### src/rtl/mem_arb_pkg.sv
// Shared types and constants for the RAM port arbiter (mem_arbiter).
package mem_arb_pkg;

    localparam int unsigned CNT_W = 4;

    typedef enum logic [1:0] {
        ST_IDLE   = 2'b00,
        ST_ACCESS = 2'b01,
        ST_DONE   = 2'b10
    } state_e;

    typedef enum logic {
        GNT_CPU = 1'b0,
        GNT_EXT = 1'b1
    } gnt_e;

endpackage

### src/rtl/mem_arb_pick.sv
// Requester selection for mem_arbiter: owns last_grant and resolves conflicts.
// Build option: MEM_ARB_FIXED_PRIO_EN makes EXT win every conflict
// (last_grant is still tracked); otherwise conflicts are round-robin.
module mem_arb_pick
    import mem_arb_pkg::*;
(
    input  logic i_clk,
    input  logic i_rst_n,
    input  logic i_cpu_req,
    input  logic i_ext_req,
    input  logic i_take,
    output logic o_valid_c,
    output gnt_e o_pick_c,
    output gnt_e o_last_gnt
);

    gnt_e r_last_gnt;

    // Choose a requester; on conflict favour the side not served last
    always_comb begin
        o_valid_c = i_cpu_req | i_ext_req;
        o_pick_c  = GNT_CPU;
        if (i_cpu_req && i_ext_req) begin
`ifdef MEM_ARB_FIXED_PRIO_EN
            o_pick_c = GNT_EXT;
`else
            o_pick_c = (r_last_gnt == GNT_EXT) ? GNT_CPU : GNT_EXT;
`endif
        end else if (i_ext_req) begin
            o_pick_c = GNT_EXT;
        end
    end

    // Remember the most recent grant; reset value lets CPU win the first conflict
    always_ff @(posedge i_clk or negedge i_rst_n) begin
        if (!i_rst_n) begin
            r_last_gnt <= GNT_EXT;
        end else if (i_take) begin
            r_last_gnt <= o_pick_c;
        end
    end

    assign o_last_gnt = r_last_gnt;

endmodule

### src/rtl/mem_arbiter.sv
// Shares one synchronous RAM port between the CPU sequencer and an external
// loader/debug port, with WAIT_CYCLES extra hold cycles and a one-cycle ACK.
// Build option: MEM_ARB_FIXED_PRIO_EN (see mem_arb_pick).
module mem_arbiter
    import mem_arb_pkg::*;
#(
    parameter int unsigned ADDR_W      = 11,
    parameter int unsigned DATA_W      = 16,
    parameter int unsigned WAIT_CYCLES = 1
) (
    input  logic              i_clk,
    input  logic              i_rst_n,
    input  logic              i_cpu_req,
    input  logic              i_cpu_we,
    input  logic [ADDR_W-1:0] i_cpu_addr,
    input  logic [DATA_W-1:0] i_cpu_wdata,
    output logic [DATA_W-1:0] o_cpu_rdata,
    output logic              o_cpu_ack,
    input  logic              i_ext_req,
    input  logic              i_ext_we,
    input  logic [ADDR_W-1:0] i_ext_addr,
    input  logic [DATA_W-1:0] i_ext_wdata,
    output logic [DATA_W-1:0] o_ext_rdata,
    output logic              o_ext_ack,
    output logic              o_hold_c,
    output logic              o_mem_en,
    output logic              o_mem_we,
    output logic [ADDR_W-1:0] o_mem_addr,
    output logic [DATA_W-1:0] o_mem_wdata,
    input  logic [DATA_W-1:0] i_mem_rdata
);

    state_e             r_state, w_state_nxt;
    logic [CNT_W-1:0]   r_cnt, w_cnt_nxt;
    logic               r_mem_en, w_mem_en_nxt;
    logic               r_mem_we, w_mem_we_nxt;
    logic [ADDR_W-1:0]  r_mem_addr, w_mem_addr_nxt;
    logic [DATA_W-1:0]  r_mem_wdata, w_mem_wdata_nxt;
    logic [DATA_W-1:0]  r_cpu_rdata, w_cpu_rdata_nxt;
    logic [DATA_W-1:0]  r_ext_rdata, w_ext_rdata_nxt;
    logic               r_cpu_ack, w_cpu_ack_nxt;
    logic               r_ext_ack, w_ext_ack_nxt;
    logic               w_valid;
    logic               w_take;
    gnt_e               w_pick;
    gnt_e               w_gnt;

    mem_arb_pick u_pick (
        .i_clk      (i_clk),
        .i_rst_n    (i_rst_n),
        .i_cpu_req  (i_cpu_req),
        .i_ext_req  (i_ext_req),
        .i_take     (w_take),
        .o_valid_c  (w_valid),
        .o_pick_c   (w_pick),
        .o_last_gnt (w_gnt)
    );

    assign w_take = (r_state == ST_IDLE) && w_valid;

    // Next-state and next-output logic
    always_comb begin
        w_state_nxt     = r_state;
        w_cnt_nxt       = r_cnt;
        w_mem_en_nxt    = r_mem_en;
        w_mem_we_nxt    = r_mem_we;
        w_mem_addr_nxt  = r_mem_addr;
        w_mem_wdata_nxt = r_mem_wdata;
        w_cpu_rdata_nxt = r_cpu_rdata;
        w_ext_rdata_nxt = r_ext_rdata;
        w_cpu_ack_nxt   = 1'b0;
        w_ext_ack_nxt   = 1'b0;
        case (r_state)
            ST_IDLE: begin
                w_mem_en_nxt = 1'b0;
                w_mem_we_nxt = 1'b0;
                if (w_take) begin
                    w_mem_en_nxt = 1'b1;
                    w_cnt_nxt    = CNT_W'(WAIT_CYCLES);
                    w_state_nxt  = ST_ACCESS;
                    if (w_pick == GNT_EXT) begin
                        w_mem_we_nxt    = i_ext_we;
                        w_mem_addr_nxt  = i_ext_addr;
                        w_mem_wdata_nxt = i_ext_wdata;
                    end else begin
                        w_mem_we_nxt    = i_cpu_we;
                        w_mem_addr_nxt  = i_cpu_addr;
                        w_mem_wdata_nxt = i_cpu_wdata;
                    end
                end
            end
            ST_ACCESS: begin
                if (r_cnt != '0) begin
                    w_cnt_nxt = r_cnt - CNT_W'(1);
                end else begin
                    w_mem_en_nxt = 1'b0;
                    w_mem_we_nxt = 1'b0;
                    w_state_nxt  = ST_DONE;
                    if (w_gnt == GNT_EXT) begin
                        w_ext_rdata_nxt = i_mem_rdata;
                        w_ext_ack_nxt   = 1'b1;
                    end else begin
                        w_cpu_rdata_nxt = i_mem_rdata;
                        w_cpu_ack_nxt   = 1'b1;
                    end
                end
            end
            ST_DONE: begin
                w_state_nxt = ST_IDLE;
            end
            default: begin
                w_state_nxt  = ST_IDLE;
                w_mem_en_nxt = 1'b0;
                w_mem_we_nxt = 1'b0;
            end
        endcase
    end

    // State register
    always_ff @(posedge i_clk or negedge i_rst_n) begin
        if (!i_rst_n) begin
            r_state <= ST_IDLE;
        end else begin
            r_state <= w_state_nxt;
        end
    end

    // Registered datapath and outputs; reset abandons any access in flight
    always_ff @(posedge i_clk or negedge i_rst_n) begin
        if (!i_rst_n) begin
            r_cnt       <= '0;
            r_mem_en    <= 1'b0;
            r_mem_we    <= 1'b0;
            r_mem_addr  <= '0;
            r_mem_wdata <= '0;
            r_cpu_rdata <= '0;
            r_ext_rdata <= '0;
            r_cpu_ack   <= 1'b0;
            r_ext_ack   <= 1'b0;
        end else begin
            r_cnt       <= w_cnt_nxt;
            r_mem_en    <= w_mem_en_nxt;
            r_mem_we    <= w_mem_we_nxt;
            r_mem_addr  <= w_mem_addr_nxt;
            r_mem_wdata <= w_mem_wdata_nxt;
            r_cpu_rdata <= w_cpu_rdata_nxt;
            r_ext_rdata <= w_ext_rdata_nxt;
            r_cpu_ack   <= w_cpu_ack_nxt;
            r_ext_ack   <= w_ext_ack_nxt;
        end
    end

    assign o_mem_en    = r_mem_en;
    assign o_mem_we    = r_mem_we;
    assign o_mem_addr  = r_mem_addr;
    assign o_mem_wdata = r_mem_wdata;
    assign o_cpu_rdata = r_cpu_rdata;
    assign o_ext_rdata = r_ext_rdata;
    assign o_cpu_ack   = r_cpu_ack;
    assign o_ext_ack   = r_ext_ack;
    assign o_hold_c    = i_cpu_req & ~r_cpu_ack;

endmodule

### config.mk
export PLATFORM = sky130hd
export DESIGN_NAME = mem_arbiter
export DESIGN_NICKNAME = d
export VERILOG_FILES = /design/src/rtl/mem_arb_pkg.sv /design/src/rtl/mem_arb_pick.sv /design/src/rtl/mem_arbiter.sv
export SDC_FILE = /design/constraint.sdc
export NUM_CORES = 1
export LEC_CHECK = 0
export BUFFER_PORTS_ARGS = -buffer_cell sky130_fd_sc_hd__buf_2
export CORE_ASPECT_RATIO = 1.5
export CORE_MARGIN = 1.5
export CORE_UTILIZATION = 47
export DETAILED_ROUTE_END_ITERATION = 10
export GPL_TIMING_DRIVEN = 1
export PLACE_DENSITY = 0.79
export SLEW_MARGIN = 20
export SYNTH_ARGS = -nofsm -noshare
export SYNTH_HDL_FRONTEND = slang
export SYNTH_SLANG_ARGS = --single-unit
### constraint.sdc
create_clock -name i_clk -period 2.2 [get_ports i_clk]
set_input_delay 0.33 -clock i_clk [delete_from_list [all_inputs] [get_ports i_clk]]
set_output_delay 0.33 -clock i_clk [all_outputs]
set_load 0.01 [all_outputs]
==> flow_summary.toml <==
[run_status]
outcome = "completed"

[job]
max-cap-violations = 0

[detailed_routing]
wl_per_cell_um = 15.1
drcViolationCount = 0
num_vias = 2140
drt_iter0_drc = 60
viasPerCell = 4.98
first_pass_iters = 4
wl_um = 6480
detail-route-antenna-nets = 0

[floorplan]
pin_count = 140
die_h_um = 102
coreArea_mm2 = 0.00622
initial_core_util_pct = 49.5
die_area_mm2 = 0.00705
core.rowCount = 35
die_width_um = 69.1

[critical_path]
worstSetupStartpointType = "register"
timing.rr.start = "r_cnt[0]$_DFFE_PN0P_"
cp_data_required_time_ns = 2.43
end_kind = "register"
reg2reg_depth = 6
arrival_ns = 2.21
critical_path_class = "register to register"
cp_max_fo = 17
critPathLaunch = "r_cnt[0]$_DFFE_PN0P_"

[final_layout]
final_area_mm2 = 0.00410
final_nets = 429
fin_cells = 430
area_growth_pct = 33.1
drive_above_1_share_pct = 71.6
antenna_cells = 0

[yosys]
avgSynthCellArea_um2 = 15.2
yosys_warnings = 0
synth_edf_count = 0
syn_area_mm2 = 0.00308
synth_flop_cell = "dfrtp_1"
yosysUniqueCellTypes = 28
synth_nets = 280
synth_cells = 202
ys_ff_latch = 70
ys_async_sr_fraction_pct = 100
ys_seq_area_share_pct = 57.0

[place]
placed_area_mm2 = 0.00388
place_inst = 413
finalWeightedCongestion = 0.828
port_buffers = 139
hpwl_um = 4790

[global_routing]
overflow = 0
grt_pass1_vias = 2208
grt.total_usage_pct = 18.6
antenna_found_initial = 0
grt_first_pass_wirelength_um = 10200
grt_max_degree = 47

[sta]
max_slew.worst_pin.slew_ns = 0.537
max_freq_mhz = 505
period_share_pct = 90.0
tns_ns = 0
rsz0062_at_grt = "false"
drv_slew = 0
setup_violations = 0
clock_skew_ns = 0.00975
finalCriticalPeriod_ns = 1.98
hold_viol = 0
worst_slew_margin_rel_pct = 63.9

[clock_tree]
tritoncts = "built"
cts.sinks = 70
worstSkewPairLatency_ns = 0.34
clk_pin_slew_worst_paths_ns = 0.08
post_cts_buffers = 0
cts_hold_buf = 1
cts_inserted_buffers = 9
htree_levels = 3
root_buffer = "clkbuf_8"
cts_resized = 0
clock_path_buffers = 2

[pwr]
p_leak_nw = 2.02
cellPowerDensity_mw_per_mm2 = 1410
ir_worst_vdd_v = 0.000875

[min_path]
hold_depth = 2
hold_path.class = "input pin to register"
min_from = "i_mem_rdata[14]"
==> where the power goes <==
| group | switching [W] | internal [W] | total [W] |
|---|---|---|---|
| sequential | 0.000349 | 0.00194 | 0.00228 |
| combinational | 0.00111 | 0.00135 | 0.00246 |
| clock | 0.000512 | 0.000535 | 0.00105 |
| total | 0.00197 | 0.00381 | 0.00579 |
==> cell usage in the layout, fill, tap and decap left out, types with 3 or more instances in the layout <==
cell type  netlist  routed
buf_2            3     139
nor2b_1          3       3
nand3_1          4       4
clkbuf_8         0       9
dfrtp_1         69      69
mux2i_1          3       3
buf_4            2       4
mux2_4           9       9
nor2_1           3       3
inv_1            4       4
o21ai_0          3       3
mux2_2          79      79
==> state kept, by name, summed over array words and instances (netlist names) <==
| name | count |
|---|---|
| o_cpu_rdata | 16 |
| o_mem_en | 1 |
| o_ext_rdata | 16 |
| r_cnt | 4 |
| o_cpu_ack | 1 |
| o_mem_addr | 11 |
| o_ext_ack | 1 |
| u_pick.o_last_gnt | 1 |
| o_mem_wdata | 16 |
| r_state | 2 |
| o_mem_we | 1 |
==> cell usage after synthesis, types with 2 or more instances <==
cell	number	area share, %
buf_2	3	0.49
buf_4	2	0.49
dfrtp_1	69	56
ha_1	2	0.81
inv_1	4	0.49
mux2_2	79	29
mux2_4	9	4.4
mux2i_1	3	0.98
nand3_1	4	0.65
nor2_1	3	0.37
nor2b_1	3	0.61
o21ai_0	3	0.49
o22ai_1	2	0.41
or2_2	2	0.41
==> per-stage QoR <==
step	worst slack, ns	total power [W]	util, %	hold WS (ns)
2_1_floorplan	0.216	0.00385	-	0.0344
3_5_place_dp	0.214	0.00478	62.4	0.340
6_report	0.220	0.00579	65.9	0.228
5_1_grt	0.0563	0.00613	65.9	0.227
3_3_place_gp	0.283	0.00468	62.4	0.341
4_1_cts	0.205	0.00586	65.9	0.211
==> final timing paths <==
kind	slack, ns	endpoint
max in group asynchronous	1.39	o_mem_wdata[2]$_DFFE_PN0P_
setup / recovery	0.22	o_cpu_rdata[6]$_DFFE_PN0P_
hold reg to reg	0.50	o_cpu_rdata[2]$_DFFE_PN0P_
min in group asynchronous	0.52	o_cpu_rdata[14]$_DFFE_PN0P_
setup reg to reg	0.22	o_cpu_rdata[6]$_DFFE_PN0P_
hold / removal	0.23	o_cpu_rdata[14]$_DFFE_PN0P_
==> per-layer routing <==
| layer | wire length, µm | track usage (%) |
|---|---|---|
| met1 | 2520 | 21.1 |
| met2 | 3470 | 32.7 |
| met3 | 345 | 3.55 |
| met4 | 144 | 11.0 |
| met5 | 0 | 0 |
==> cell type report <==
class	instances	area [µm²]
flip-flops and latches	70	1750
clock buffers	9	124
multi-input cells	119	1250
inverters	5	18.8
fillers	475	2120
well taps	74	92.6
clock inverters	7	80.1
repair buffers	146	776
==> kinds of logic after synthesis <==
family,share of synthesized area [%]
DFF,57.0
AOI/OAI and AO/OA,1.55
buffers and inverters,2.72
adders and majority gates,0.813
muxes,34.3
and+or+nand+nor,3.66
==> worst max-delay path: stages (launching register included) <==
cell and delay [ns]:
dfrtp_1 0.41, inv_1 0.09, ha_1 0.16, or3b_1 0.46, nor3_4 0.20, buf_12 0.19
mux2_2 0.34
Note: power is estimated with default switching activity, not from simulation.
